==> src/rtl/attribute_collector_if.sv <==
// attribute_collector_if: parser-side inputs, record output handshake and error status of the attribute collector.
interface attribute_collector_if #(
  parameter int TYPE_W   = 4,
  parameter int VAL_W    = 16,
  parameter int NUM_ATTR = 11
);
  logic                      element_start;
  logic                      element_end;
  logic                      attr_done;
  logic [TYPE_W-1:0]         attr_type;
  logic [VAL_W-1:0]          attr_value;
  logic                      parser_enable;
  logic                      out_valid;
  logic                      out_ready;
  logic [NUM_ATTR*VAL_W-1:0] out_attrs;
  logic [NUM_ATTR-1:0]       out_present;
  logic [7:0]                err_count;
  modport master (
    output element_start, element_end, attr_done, attr_type, attr_value, out_ready,
    input  parser_enable, out_valid, out_attrs, out_present, err_count
  );
  modport slave (
    input  element_start, element_end, attr_done, attr_type, attr_value, out_ready,
    output parser_enable, out_valid, out_attrs, out_present, err_count
  );
endinterface

==> src/rtl/attribute_collector.sv <==
// attribute_collector: gathers parsed attributes of one element into per-type slots and emits them as a record.
module attribute_collector #(
  parameter int TYPE_W   = 4,
  parameter int VAL_W    = 16,
  parameter int NUM_ATTR = 11
) (
  input logic                  clock,
  input logic                  reset,
  attribute_collector_if.slave bus
);
  typedef enum logic [1:0] {IDLE, COLLECT, REARM, EMIT} state_t;
  state_t state, next;
  logic [VAL_W-1:0]    slot [NUM_ATTR];
  logic [NUM_ATTR-1:0] present;
  logic [7:0]          errs;
  logic                open, clear, capture, bad;
  assign open    = state == COLLECT || state == REARM;
  assign clear   = bus.element_start && (state == IDLE || open);
  // a restart in the same cycle as attr_done discards that attribute
  assign capture = state == COLLECT && bus.attr_done && !bus.element_start;
  assign bad     = 32'(bus.attr_type) >= NUM_ATTR;
  always_ff @(posedge clock or posedge reset)
    if (reset) state <= IDLE;
    else state <= next;
  always_comb begin
    next = state;
    case (state)
      IDLE:    next = bus.element_start ? COLLECT : IDLE;
      COLLECT: next = bus.element_start ? COLLECT : bus.element_end ? EMIT : bus.attr_done ? REARM : COLLECT;
      REARM:   next = bus.element_start ? COLLECT : bus.element_end ? EMIT : COLLECT;
      EMIT:    next = bus.out_ready ? IDLE : EMIT;
      default: next = IDLE;
    endcase
  end
  always_comb begin
    bus.parser_enable = state == COLLECT;
    bus.out_valid     = state == EMIT;
  end
  always_ff @(posedge clock or posedge reset)
    if (reset) begin
      for (int i = 0; i < NUM_ATTR; i++) slot[i] <= '0;
      present <= '0;
      errs    <= '0;
    end else begin
      for (int i = 0; i < NUM_ATTR; i++)
        if (clear) slot[i] <= '0;
        else if (capture && !bad && 32'(bus.attr_type) == i) slot[i] <= bus.attr_value;
      present <= clear ? '0 : (capture && !bad) ? present | (NUM_ATTR'(1) << bus.attr_type) : present;
      if (capture && bad && errs != 8'hFF) errs <= errs + 8'd1;
    end
  for (genvar k = 0; k < NUM_ATTR; k++) begin : g_out
    assign bus.out_attrs[k*VAL_W +: VAL_W] = slot[k];
  end
  assign bus.out_present = present;
  assign bus.err_count   = errs;
endmodule

==> src/flat_wrapper.sv <==
// flat-port wrapper written by rule: the top's interface ports become plain ports
module attribute_collector_flat 
#(
  parameter int TYPE_W   = 4,
  parameter int VAL_W    = 16,
  parameter int NUM_ATTR = 11
)
  (clock, reset, bus_element_start, bus_element_end, bus_attr_done, bus_attr_type, bus_attr_value, bus_out_ready, bus_parser_enable, bus_out_valid, bus_out_attrs, bus_out_present, bus_err_count);
  attribute_collector_if #(.TYPE_W(TYPE_W), .VAL_W(VAL_W), .NUM_ATTR(NUM_ATTR)) bus_i ();
  input logic clock;
  input logic reset;
  input wire logic [$bits(bus_i.element_start)-1:0] bus_element_start;
  input wire logic [$bits(bus_i.element_end)-1:0] bus_element_end;
  input wire logic [$bits(bus_i.attr_done)-1:0] bus_attr_done;
  input wire logic [$bits(bus_i.attr_type)-1:0] bus_attr_type;
  input wire logic [$bits(bus_i.attr_value)-1:0] bus_attr_value;
  input wire logic [$bits(bus_i.out_ready)-1:0] bus_out_ready;
  output wire logic [$bits(bus_i.parser_enable)-1:0] bus_parser_enable;
  output wire logic [$bits(bus_i.out_valid)-1:0] bus_out_valid;
  output wire logic [$bits(bus_i.out_attrs)-1:0] bus_out_attrs;
  output wire logic [$bits(bus_i.out_present)-1:0] bus_out_present;
  output wire logic [$bits(bus_i.err_count)-1:0] bus_err_count;
  assign bus_i.element_start = bus_element_start;
  assign bus_i.element_end = bus_element_end;
  assign bus_i.attr_done = bus_attr_done;
  assign bus_i.attr_type = bus_attr_type;
  assign bus_i.attr_value = bus_attr_value;
  assign bus_i.out_ready = bus_out_ready;
  assign bus_parser_enable = bus_i.parser_enable;
  assign bus_out_valid = bus_i.out_valid;
  assign bus_out_attrs = bus_i.out_attrs;
  assign bus_out_present = bus_i.out_present;
  assign bus_err_count = bus_i.err_count;
  attribute_collector #(.TYPE_W(TYPE_W), .VAL_W(VAL_W), .NUM_ATTR(NUM_ATTR)) u_core (.clock(clock), .reset(reset), .bus(bus_i));
endmodule
==> config.mk <==
export PLATFORM = sky130hd
export DESIGN_NAME = attribute_collector_flat
export DESIGN_NICKNAME = d
export VERILOG_FILES = /design/src/rtl/attribute_collector_if.sv /design/src/rtl/attribute_collector.sv /design/src/flat_wrapper.sv
export SDC_FILE = /design/constraint.sdc
export NUM_CORES = 1
export LEC_CHECK = 0
export ABC_AREA = 1
export BUFFER_PORTS_ARGS = -buffer_cell sky130_fd_sc_hd__buf_2
export CORE_MARGIN = 2
export CORE_UTILIZATION = 45
export DETAILED_ROUTE_END_ITERATION = 12
export PLACE_DENSITY = 0.73
export SLEW_MARGIN = 0
export SYNTH_ARGS = -nofsm -noshare
export SYNTH_HDL_FRONTEND = slang
export SYNTH_SLANG_ARGS = --single-unit
==> constraint.sdc <==
create_clock -name clock -period 5.5 [get_ports clock]
set_input_delay 0 -clock clock [delete_from_list [all_inputs] [get_ports clock]]
set_output_delay 0 -clock clock [all_outputs]
set_load 0.02 [all_outputs]
==> summary.md <==
| Metric | Value |
|---|---|
| Most frequent cell after synthesis | nand2_1 |
| Crit path kind | reg2reg |
| CTS max path bufs | 2 |
| Critical path, cell by cell | nand2_1, nand2_4, buf_4, buf_4, nand3_1, nand2_1 |
| Largest net degree at the start of global routing | 154 |
| Max cap viols | 0 |
| Placement Cell Area | 9498 um^2 |
| Final Net Count | 1176 |
| Hold Worst Slack | 0.02599 ns |
| Clk slew on worst S/H paths | 0.07 ns |
| DR iter-0 viols | 613 |
| Yosys top cell area share | 0.5899 |
| Worst Path Arrival | 3.14 ns |
| Critical path data required time | 5.87 ns |
| Layout Area Growth over Synthesis | 23.06% |
| Placed cells | 1343 |
| Crit path capture type | flip-flop |
| TritonCTS Buffers | 17 |
| Total grt overflow | 0 |
| Slew Limit Headroom | 0.1313 |
| Fin crit share | 0.5039 |
| Critical path's largest stage delay | 0.84 ns |
| CTS tree | done |
| Rows | 49 |
| Worst skew pair latency | 0.44 ns |
| Die area | 19680 um^2 |
| Root buffer cell | clkbuf_16 |
| Most used DFF post-synth | dfrtp_1 |
| Drt pass-1 iters | 5 |
| Setup TNS | 0 ns |
| Mapped Cells | 943 |
| CP startpoint kind | flip-flop |
| Flops & latches, synth | 197 |
| Post-route DRC violation count | 0 |
| Final wirelength | 25420 um |
| Vias/cell | 5.323 |
| Core outline area | 18090 um^2 |
| Worst Max-Slew Pin Slew | 1.298 ns |
| Per-cell routed wire length | 18.26 um |
| Post-CTS Setup Bufs | 0 |
| Io pins | 223 |
| Pins Over Slew Limit | 0 |
| Design area | 10280 um^2 |
| Port bufs | 222 |
| Period minus WS final | 2.771 ns |
| Layout Skew | 0.01122 ns |
| Synthesis warning total | 0 |
| Post-synth EDFFs | 0 |
| First-pass GRT wire length | 39140 um |
| Endpoints failing setup | 0 |
| RSZ-0062 raised after global routing | no |
| Static Leak | 6.132 nW |
| Width of the die | 140.3 um |
| Fin cells | 1392 |
| Initial Util | 0.4621 |
| Synth Cell Area | 8357 um^2 |
| Dpl hpwl | 16330 um |
| PwrDens | 332.9 nW/um^2 |
| Total Power | 3.423 mW |
| Seq/Total Area, Yosys | 0.5899 |
| Slowest stage cell, crit path | buf_4 |
| Async S/R FF share, synth | 1.000 |
| Worst min path class | in2reg |
| R2r setup slk | 2.73 ns |
| Outcome | completed |
| Post-Syn Nets | 970 |
| Initial antenna violation count | 3 |
| Crit path max fanout | 95 |
| Top delay family on crit path | buffers and inverters |
| CTS H-Tree Depth | 4 |
| Final Hold Vio Count | 0 |
| Syn Area/Cell | 8.862 um^2 |
| Vias in the first global route | 6746 |
| Netlist cell types | 28 |
| Total track usage | 0.2605 |
| CTS sink cnt | 197 |
| GP Congestion | 0.8059 |
| Final ANT Viol Nets | 0 |
| Die Y-Extent | 140.3 um |
| Maximum VDD drop | 0.2230 mV |
| Top cells by area, synth | dfrtp_1, nand2_1, nand3_1, buf_2, inv_1 |
| Crit path buf inv count | 2 |
| Layout cells sized above 1 | 0.2530 |
| Fmax | 360.8 MHz |
| Yosys top cell by area | dfrtp_1 |
| Post-synth top cells | nand2_1, nand3_1, dfrtp_1 |
| DR vias | 7410 |
worst register-to-register path, stage by stage, from the launching register on:
cell,delay [ns]
dfrtp_1,0.41
nand2_1,0.13
nand2_4,0.32
buf_4,0.59
buf_4,0.87
nand3_1,0.29
nand2_1,0.10
path summary, 6_finish.rpt:
kind,start,endpoint,cells past startpoint
setup / recovery,u_core.state[0]$_DFF_PP0_,u_core.bus.out_attrs[74]$_DFFE_PP0P_,6
setup reg to reg,u_core.state[0]$_DFF_PP0_,u_core.bus.out_attrs[74]$_DFFE_PP0P_,6
min in group asynchronous,reset,u_core.bus.out_attrs[20]$_DFFE_PP0P_,3
max in group asynchronous,reset,u_core.bus.out_attrs[172]$_DFFE_PP0P_,4
hold reg to reg,u_core.bus.out_attrs[86]$_DFFE_PP0P_,u_core.bus.out_attrs[86]$_DFFE_PP0P_,2
hold / removal,bus_attr_value[5],u_core.bus.out_attrs[5]$_DFFE_PP0P_,5
stage by stage:
stage	utilization	setup WS, ns
final	0.5686	2.729
after global routing	0.5686	2.514
after CTS	0.5679	2.780
after detailed placement	0.5251	2.806
after global placement	0.5251	2.910
after floorplan	-	0.1310
routing by layer:
layer,part of all wire,GRT usage,up-vias
met2,0.47,0.3989,330
li1,-,-,3464
met3,0.080,0.05402,39
met4,0.023,0.09197,4
met1,0.43,0.3707,3573
met5,0.00083,0,-
cells by family after synthesis:
| family | synth area share |
|---|---|
| AOI/OAI and AO/OA | 0.02096 |
| xor gates and xnor gates | 0.003145 |
| adders and majority gates | 0.001497 |
| buffers and inverters | 0.06153 |
| DFF | 0.5899 |
| and+or+nand+nor | 0.3230 |
cell type report:
| class | instances | area (um^2) |
|---|---|---|
| clock inverter | 12 | 176.4 |
| fill | 1657 | 7802 |
| multi-input combinational | 639 | 2920 |
| clock buffer | 20 | 446.7 |
| sequential | 197 | 4930 |
| antenna | 1 | 2.502 |
| timing repair buffer | 245 | 1324 |
| tap | 229 | 286.5 |
| inverter | 49 | 197.7 |
layout by cell type (no fill, tap or decap), types with 4 or more instances in the layout:
cell and instances:
nand2_1 324, nand3_1 233, buf_2 222, dfrtp_1 197
inv_1 30, nor2_1 21, clkbuf_16 17, dlygate4sd3_1 16
o21ai_0 11, a21oi_1 11, clkinv_1 8, o21ai_1 8
buf_4 7, clkinv_2 6, inv_2 6, nand3_2 6
nand2_2 5, nor2_4 4, nand3_4 4, bufinv_16 4
report_power, final:
group / switching (mW) / internal, mW / leakage (nW) / total, mW
Clock: 0.554 / 0.775 / 0.301 / 1.33
Combinational: 0.430 / 0.116 / 3.10 / 0.546
Sequential: 0.0453 / 1.50 / 2.74 / 1.55
repair_timing:
item	CTS	global route
endpoints found under the hold margin	174	1
gates resized for setup	0	0
hold buffers	15	1
flip-flops by register name, summed over array words and instances (netlist names):
| name | flops |
|---|---|
| u_core.bus.out_attrs | 176 |
| u_core.state | 2 |
| u_core.bus.err_count | 8 |
| u_core.bus.out_present | 11 |
Note: power is estimated with default switching activity, not from simulation.
